===== src/rtl/imm_ext_pipe.sv =====
// Pipelined immediate-extension stage: output register plus one-entry skid buffer.
// Optional jump-target mode is enabled by defining IMM_EXT_JUMP_EN.
module imm_ext_pipe #(
   parameter int unsigned DATA_W  = 32,
   parameter int unsigned IMM_W   = 16,
   parameter int unsigned IDX_W   = 26,
   parameter int unsigned OP_W    = 4,
   parameter int unsigned SHAMT_W = $clog2(DATA_W)
) (
   input  logic              clk,
   input  logic              reset,
   input  logic              flush,
   input  logic              in_valid,
   output logic              in_ready,
   input  logic [OP_W-1:0]   in_op,
   input  logic [IDX_W-1:0]  in_imm,
   input  logic [DATA_W-1:0] in_pc,
   output logic              out_valid,
   input  logic              out_ready,
   output logic [DATA_W-1:0] out_data,
   output logic              out_err
);

   localparam logic [OP_W-1:0] OpZero  = OP_W'(0);
   localparam logic [OP_W-1:0] OpSign  = OP_W'(1);
   localparam logic [OP_W-1:0] OpBr    = OP_W'(2);
   localparam logic [OP_W-1:0] OpHigh  = OP_W'(3);
   localparam logic [OP_W-1:0] OpShamt = OP_W'(4);
`ifdef IMM_EXT_JUMP_EN
   localparam logic [OP_W-1:0] OpJump  = OP_W'(5);
`endif

   logic [IMM_W-1:0]  imm;
   logic [DATA_W-1:0] sext;
   logic [DATA_W-1:0] ext_data;
   logic              ext_err;

   logic              or_valid_q, or_valid_d;
   logic [DATA_W-1:0] or_data_q, or_data_d;
   logic              or_err_q, or_err_d;
   logic              sr_valid_q, sr_valid_d;
   logic [DATA_W-1:0] sr_data_q, sr_data_d;
   logic              sr_err_q, sr_err_d;
   logic              in_ready_q;
   logic              accept;

   assign imm  = in_imm[IMM_W-1:0];
   assign sext = {{(DATA_W-IMM_W){imm[IMM_W-1]}}, imm};

`ifndef IMM_EXT_JUMP_EN
   // Jump disabled: PC and upper index bits have no consumer.
   logic unused_in;
   assign unused_in = ^{in_pc, in_imm[IDX_W-1:IMM_W]};
`endif

   always_comb begin
      ext_data = '0;
      ext_err  = 1'b0;
      unique case (in_op)
         OpZero:  ext_data = {{(DATA_W-IMM_W){1'b0}}, imm};
         OpSign:  ext_data = sext;
         OpBr:    ext_data = sext << 2;
         OpHigh:  ext_data = {imm, {(DATA_W-IMM_W){1'b0}}};
         OpShamt: ext_data = {{(DATA_W-SHAMT_W){1'b0}}, in_imm[6+SHAMT_W-1:6]};
`ifdef IMM_EXT_JUMP_EN
         OpJump:  ext_data = (in_pc & ({DATA_W{1'b1}} << (IDX_W + 2)))
                           | (DATA_W'(in_imm) << 2);
`endif
         default: begin
            ext_data = '0;
            ext_err  = 1'b1;
         end
      endcase
   end

   assign accept = in_valid && in_ready_q;

   always_comb begin
      or_valid_d = or_valid_q;
      or_data_d  = or_data_q;
      or_err_d   = or_err_q;
      sr_valid_d = sr_valid_q;
      sr_data_d  = sr_data_q;
      sr_err_d   = sr_err_q;
      if (flush) begin
         or_valid_d = 1'b0;
         sr_valid_d = 1'b0;
      end else if (!or_valid_q || out_ready) begin
         // SR valid implies in_ready was low, so no input competes with it.
         if (sr_valid_q) begin
            or_valid_d = 1'b1;
            or_data_d  = sr_data_q;
            or_err_d   = sr_err_q;
            sr_valid_d = 1'b0;
         end else begin
            or_valid_d = accept;
            if (accept) begin
               or_data_d = ext_data;
               or_err_d  = ext_err;
            end
         end
      end else if (accept) begin
         sr_valid_d = 1'b1;
         sr_data_d  = ext_data;
         sr_err_d   = ext_err;
      end
   end

   always_ff @(posedge clk or posedge reset) begin
      if (reset) begin
         or_valid_q <= 1'b0;
         or_data_q  <= '0;
         or_err_q   <= 1'b0;
         sr_valid_q <= 1'b0;
         sr_data_q  <= '0;
         sr_err_q   <= 1'b0;
         in_ready_q <= 1'b1;
      end else begin
         or_valid_q <= or_valid_d;
         or_data_q  <= or_data_d;
         or_err_q   <= or_err_d;
         sr_valid_q <= sr_valid_d;
         sr_data_q  <= sr_data_d;
         sr_err_q   <= sr_err_d;
         in_ready_q <= !sr_valid_d;
      end
   end

   assign in_ready  = in_ready_q;
   assign out_valid = or_valid_q;
   assign out_data  = or_data_q;
   assign out_err   = or_err_q;

endmodule


===== config.mk =====
export PLATFORM = sky130hd
export DESIGN_NAME = imm_ext_pipe
export DESIGN_NICKNAME = d
export VERILOG_FILES = /design/src/rtl/imm_ext_pipe.sv
export SDC_FILE = /design/constraint.sdc
export NUM_CORES = 1
export LEC_CHECK = 0
export BUFFER_PORTS_ARGS = -buffer_cell sky130_fd_sc_hd__buf_2
export CAP_MARGIN = 20
export CORE_ASPECT_RATIO = 1.2
export CORE_MARGIN = 10
export CORE_UTILIZATION = 45
export CTS_BUF_LIST = sky130_fd_sc_hd__clkbuf_8
export CTS_CLUSTER_SIZE = 28
export DETAILED_ROUTE_END_ITERATION = 12
export GPL_TIMING_DRIVEN = 0
export PLACE_DENSITY = 0.7
export RECOVER_POWER = 50
export SLEW_MARGIN = 20
export SYNTH_ARGS = -nofsm -noshare
export SYNTH_HDL_FRONTEND = slang
export SYNTH_SLANG_ARGS = --single-unit

===== constraint.sdc =====
create_clock -name clk -period 1.95 [get_ports clk]
set_input_delay 0 -clock clk [delete_from_list [all_inputs] [get_ports clk]]
set_output_delay 0 -clock clk [all_outputs]
set_load 0.01 [all_outputs]

==> flow_metrics.py, run 1 <==
metrics = {
    "power": {
        "p_int_mw": 2.55,
        "p_switching_mw": 1.02,
        "ir_drop_uv": 462,
        "p_seq_share_pct": 47.6,
        "p_leak_nw": 1.82,
        "power.density_nw_per_um2": 880,
        "total_power_mw": 3.57,
        "combinationalPowerShare_pct": 17.9,
        "swShare_pct": 28.6,
        "p_clk_share_pct": 34.5,
    },
    "worst_setup_path": {
        "r2r_cells": 5,
        "reg2reg_from": "in_ready",
        "required_ns": 2.17,
        "cp-start-kind": "flop",
        "crit_type": "flop to flop",
        "crit_end": "out_data[22]",
        "crit_chain": "a21oi_1 > nor3_2 > buf_2 > buf_2 > a31oi_1",
        "crit_arrival_ns": 1.94,
        "crit_buf_inv": 2,
        "path_common_cell": "buf_2",
        "endpoint_kind": "flop",
        "worst-path-stages": 5,
        "max_stage_delay_ns": 0.54,
        "r2r_slack_ns": 0.22,
        "setup.worst_path.start": "in_ready",
        "crit_family": "buffers and inverters",
        "crit_fanout": 10,
        "r2r-end": "out_data[22]",
        "crit_slowest_cell": "dfstp_2",
    },
    "cells_and_area": {
        "final_nets": 500,
        "antenna_cells": 0,
        "final_cell_mix": "dfrtp_1, nand2_1, buf_2, clkbuf_1, nor2_1",
        "drive_gt1_share_pct": 20.8,
        "layout_commonest_cell": "dfrtp_1",
        "area_delta_synth_final_pct": 19.3,
        "post-route-cell-area_um2": 4060,
    },
    "synthesis": {
        "synth_simple_gate_area_share_pct": 17.1,
        "syn-cell-area_um2": 3400,
        "synthAdderAreaFrac_pct": 0,
        "synth_cells": 359,
        "ys_seq_elements": 69,
        "synthArstFlopShare_pct": 100,
        "synth-compound-area-share_pct": 24.0,
        "yosysWarnings": 0,
        "synth_xor_xnor_area_share_pct": 0,
        "ys_types": 44,
        "avgSynthCellArea_um2": 9.48,
        "ys_seq_area_share_pct": 50.8,
        "synth_edf_count": 0,
        "synthMuxAreaShare_pct": 2.50,
        "syn_nets": 426,
        "ys.flop_type": "dfrtp_1",
        "synth_top_family_by_area": "compound AO/OA/AOI/OAI gates",
    },
    "clock_network": {
        "cts_tree": "yes",
        "clock_latency_ns": 0.36,
        "cts_buffer_depth": 2,
        "cts-buffers-inserted": 9,
        "cts.sinks": 69,
        "htreeDepth": 3,
        "postCtsSetupRepairBufs": 0,
        "clkTransAtPathRegs_ns": 0.07,
        "cts_root_buffer": "clkbuf_8",
    },
    "grt": {
        "grt_max_degree": 46,
        "gr-total-overflow": 0,
        "first_global_vias": 3176,
        "grt_antenna_before_repair": 0,
        "track_usage_pct": 17.5,
        "grt_pass1_wl_um": 15900,
    },
    "sta": {
        "fin_crit_ns": 1.73,
        "tightest_slew_ns": 1.10,
        "grt_setup_unrepaired": "no",
        "period_share_pct": 88.6,
        "relSlewSlack_pct": 26.1,
        "hold_ws_ns": 0.0421,
        "fin_ws_ns": 0.221,
        "slew_viol_final": 0,
        "hold_violations": 0,
        "timing.fmax_mhz": 579,
        "finClkSkew_ns": 0.00956,
        "finalSetupViolCount": 0,
    },
    "placed_design": {
        "dp_slack_ns": 0.0621,
        "place_hpwl_um": 7270,
        "portBuffers": 57,
        "gp_congestion": 0.913,
        "placed_cell_area_um2": 3830,
    },
    "detailed_routing": {
        "antenna_left": 0,
        "post_drt_wl_per_cell_um": 18.5,
        "initialDrtViolationCount": 191,
        "routed-wl-met3_um": 595,
        "drc": 0,
        "route.met2.wl_um": 4940,
        "num_vias": 3018,
        "viasPerCell": 5.72,
        "firstDrtPassIters": 4,
        "routed_wl_um": 9790,
        "top_layer_used": "met4",
        "m1WireLength_um": 3960,
    },
    "status": {
        "status": "finished, final reports clean",
    },
    "floorplanning": {
        "floorplan.io_pins": 102,
        "initial_core_util_pct": 46.5,
        "die_w_um": 99.4,
        "die_area_um2": 11500,
        "die_h_um": 115,
        "row_count": 34,
        "fp.coreArea_um2": 7320,
    },
    "run": {
        "drv_cap": 0,
    },
    "hold_path": {
        "hold_class": "input pin to flop",
    },
}
logic make-up (layout without fill, tap and decap cells):
logic type	Yosys count	after routing
AND/OR/NAND/NOR	128	128
buffers and inverters	40	119
flip-flops	69	69
multiplexers	8	8
AO/OA/AOI/OAI	114	114
layer usage:
metal | global-route usage [%] | up-vias
met5 | 0 | -
met4 | 10.7 | 0
met3 | 4.74 | 23
met2 | 29.4 | 102
met1 | 19.2 | 1448
li1 | - | 1445
final cells by class:
cell class / instances / area, um2
Clock inverter: 4 / 45.0
Buffer: 35 / 178
Inverter: 5 / 20.0
Fill cell: 695 / 3260
Sequential cell: 69 / 1730
Clock buffer: 12 / 165
Timing Repair Buffer: 63 / 322
Tap cell: 90 / 113
Multi-Input combinational cell: 250 / 1490
through the flow:
stage | cells | utilization (%) | TNS [ns]
3_3_place_gp | 506 | 52.0 | -41.86
6_report | 528 | 55.5 | 0
5_1_grt | 528 | 55.5 | 0
2_1_floorplan | 359 | - | 0
4_1_cts | 528 | 55.9 | 0
3_5_place_dp | 507 | 52.4 | 0
timing repair:
item | in CTS | in global routing
endpoints found under the setup margin | 0 | 48
gates resized for setup | 0 | 9
endpoints found under the hold margin | 76 | 0
hold buffers | 5 | 0
synthesized netlist by cell type, types with 2 or more instances:
| cell type | instances | area, um2 |
|---|---|---|
| o31ai_1 | 11 | 82.6 |
| buf_4 | 2 | 15.0 |
| a22o_1 | 2 | 17.5 |
| buf_6 | 2 | 22.5 |
| a21oi_1 | 5 | 25.0 |
| o21ai_0 | 7 | 35.0 |
| or4_1 | 2 | 15.0 |
| nor2b_1 | 3 | 18.8 |
| o41ai_1 | 2 | 17.5 |
| inv_1 | 5 | 18.8 |
| a211o_1 | 13 | 114 |
| mux2_2 | 4 | 45.0 |
| nor2_1 | 28 | 105 |
| clkbuf_1 | 16 | 60.1 |
| o211ai_1 | 4 | 30.0 |
| nand2b_1 | 6 | 37.5 |
| a211oi_1 | 13 | 97.6 |
| a31oi_1 | 26 | 163 |
| buf_2 | 15 | 75.1 |
| dfrtp_1 | 68 | 1700 |
| a21o_1 | 13 | 97.6 |
| mux2i_1 | 4 | 40.0 |
| nand3_1 | 5 | 25.0 |
| nand2_1 | 63 | 236 |
| or3_1 | 11 | 68.8 |
| a22oi_1 | 11 | 82.6 |
how the worst min path moves through the flow:
stage,startpoint,to,slack (ns),cells past startpoint
after detailed placement,reset,out_data[31],0.003,2
after global routing,in_imm[13],sr_data_q[15],0.06,3
final,in_imm[10],sr_data_q[4],0.04,3
after floorplan,flush,out_valid,0.06,1
after CTS,in_imm[0],sr_data_q[0],0.03,3
after global placement,flush,out_valid,0.19,2
flip-flops by register name, summed over array words and instances (netlist names):
| signal | flops |
|---|---|
| out_data | 32 |
| out_valid | 1 |
| sr_err_q | 1 |
| in_ready | 1 |
| out_err | 1 |
| sr_valid_q | 1 |
| sr_data_q | 32 |
power by group through the flow:
stage	clock, mW	sequential (mW)	combinational, mW
final	1.23	1.70	0.639
after global routing	1.32	1.72	0.712
after CTS	1.25	1.70	0.668
after detailed placement	0	1.73	0.657
after global placement	0	1.72	0.641
after floorplan	0	1.77	0.331
worst reg2reg max path, delay by kind of cell (launching register included):
| family | cells | cell delay, ns |
|---|---|---|
| flip-flops | 1 | 0.54 |
| buffers and inverters | 2 | 0.58 |
| AND/OR/NAND/NOR | 1 | 0.23 |
| AO/OA/AOI/OAI | 2 | 0.24 |
(Power assumes the default switching activity.)
==> run 2, diff against run 1 <==
Settings changed: CORE_UTILIZATION 45 to 53, PLACE_DENSITY 0.7 to 0.81, SKIP_LAST_GASP from default to 1.
==> flow_metrics.py, run 2 (synthesis gave the netlist of run 1 again) <==
metrics = {
    "clock_network": {
        "postCtsSetupRepairBufs": 0,
        "cts-buffers-inserted": 9,
        "clkTransAtPathRegs_ns": 0.07,
        "cts_root_buffer": "clkbuf_8",
        "htreeDepth": 3,
        "cts_buffer_depth": 2,
        "cts.sinks": 69,
        "cts_tree": "yes",
        "clock_latency_ns": 0.35,
    },
    "sta": {
        "slew_viol_final": 0,
        "hold_ws_ns": 0.0187,
        "grt_setup_unrepaired": "yes",
        "period_share_pct": 95.9,
        "tightest_slew_ns": 1.23,
        "relSlewSlack_pct": 18.2,
        "fin_crit_ns": 1.87,
        "finalSetupViolCount": 0,
        "fin_ws_ns": 0.0801,
        "timing.fmax_mhz": 535,
        "hold_violations": 0,
        "finClkSkew_ns": 0.00924,
        "tns_ns": 0,
    },
    "worst_setup_path": {
        "max_stage_delay_ns": 0.54,
        "crit_slowest_cell": "dfstp_2",
        "path_common_cell": "buf_2",
        "reg2reg_from": "in_ready",
        "setup.worst_path.start": "in_ready",
        "endpoint_kind": "flop",
        "crit_type": "flop to flop",
        "required_ns": 2.22,
        "cp-start-kind": "flop",
        "crit_fanout": 10,
        "crit_chain": "a21oi_1 > nor3_1 > buf_2 > buf_2 > nor2_1 > a31oi_1",
        "crit_arrival_ns": 2.14,
    },
    "cells_and_area": {
        "final_cell_mix": "dfrtp_1, nand2_1, buf_2, nor2_1, a31oi_1",
        "area_delta_synth_final_pct": 17.8,
        "fin_util_pct": 65.4,
        "final_nets": 499,
        "fill_cells": 540,
        "drive_gt1_share_pct": 20.6,
        "layout_commonest_cell": "dfrtp_1",
        "post-route-cell-area_um2": 4010,
        "antenna_cells": 0,
        "final-seq-area_um2": 1730,
        "final_cells": 519,
        "multiInputGateArea_um2": 1490,
    },
    "floorplanning": {
        "die_h_um": 108,
        "floorplan.io_pins": 102,
        "die_w_um": 93.2,
        "initial_core_util_pct": 55.6,
        "die_area_um2": 10000,
        "fp.coreArea_um2": 6130,
        "row_count": 31,
    },
    "run": {
        "drv_cap": 0,
    },
    "power": {
        "total_power_mw": 3.36,
        "p_leak_nw": 1.81,
        "ir_drop_uv": 468,
        "power.density_nw_per_um2": 838,
    },
    "hold_path": {
        "min_from": "out_ready",
        "hold_class": "input pin to flop",
    },
    "grt": {
        "grt_max_degree": 40,
        "first_global_vias": 3134,
        "track_usage_pct": 19.4,
        "gr-total-overflow": 0,
        "grt_pass1_wl_um": 15400,
        "grt_antenna_before_repair": 0,
    },
    "placed_design": {
        "place_hpwl_um": 7140,
        "portBuffers": 57,
        "dpl.cell_count": 499,
        "gp_congestion": 0.916,
        "dp_slack_ns": 0.109,
        "placed_cell_area_um2": 3810,
    },
    "detailed_routing": {
        "firstDrtPassIters": 5,
        "antenna_left": 0,
        "viasPerCell": 5.98,
        "post_drt_wl_per_cell_um": 18.6,
        "routed_wl_um": 9630,
        "initialDrtViolationCount": 261,
        "drc": 0,
        "num_vias": 3106,
    },
    "status": {
        "status": "finished, final reports clean",
    },
}
==> run 2: changes by cell type in the layout (fill, tap and decap cells not counted), moves of 3 or more <==
cell      change
clkbuf_1      -5
inv_1         +3
buf_2         +7
clkbuf_2      -4
==> run 2: power by group <==
part	internal, mW	switching [mW]	total [mW]
combinational	0.262	0.386	0.648
sequential	1.61	0.0916	1.70
clock	0.482	0.532	1.01
total	2.35	1.01	3.36
==> run 2: worst paths after layout <==
check                                      to  slack [ns]  depth (start not counted)
worst max-delay path              out_data[0]        0.08                          6
worst min-delay path                 in_ready        0.02                          3
worst max register to register    out_data[0]        0.08                          6
worst min register to register  sr_data_q[19]        0.48                          1
max in group asynchronous            in_ready        0.57                          4
min in group asynchronous        out_data[31]        0.52                          3
==> run 2: area by class of cell <==
class,count,share of cell area [%]
plain buffers,35,4.31
clock buffers,10,3.43
clock inverters,6,0.811
inverters,5,0.468
multi-input cells,250,37.0
flip-flops and latches,69,43.1
well taps,82,2.56
repair buffers,62,8.30
==> run 2: repair_timing <==
| action | in CTS | in global routing |
|---|---|---|
| hold buffers | 4 | 0 |
| gates resized for setup | 0 | 2 |
| hold endpoints to repair | 39 | 0 |
| endpoints found under the setup margin | 0 | 12 |
==> run 2: worst max-delay path, delay by kind of cell, from the launching register on <==
kind / cells / cell delay [ns]
buffers and inverters: 2 / 0.60
AOI/OAI and AO/OA: 2 / 0.22
and+or+nand+nor: 2 / 0.41
DFF: 1 / 0.54
==> run 2: routing by layer <==
layer  track usage [%]  share of wire [%]
met1              22.6                 40
met2              32.1                 50
met3              4.61                6.5
met4              10.8                3.4
met5                 0                  0
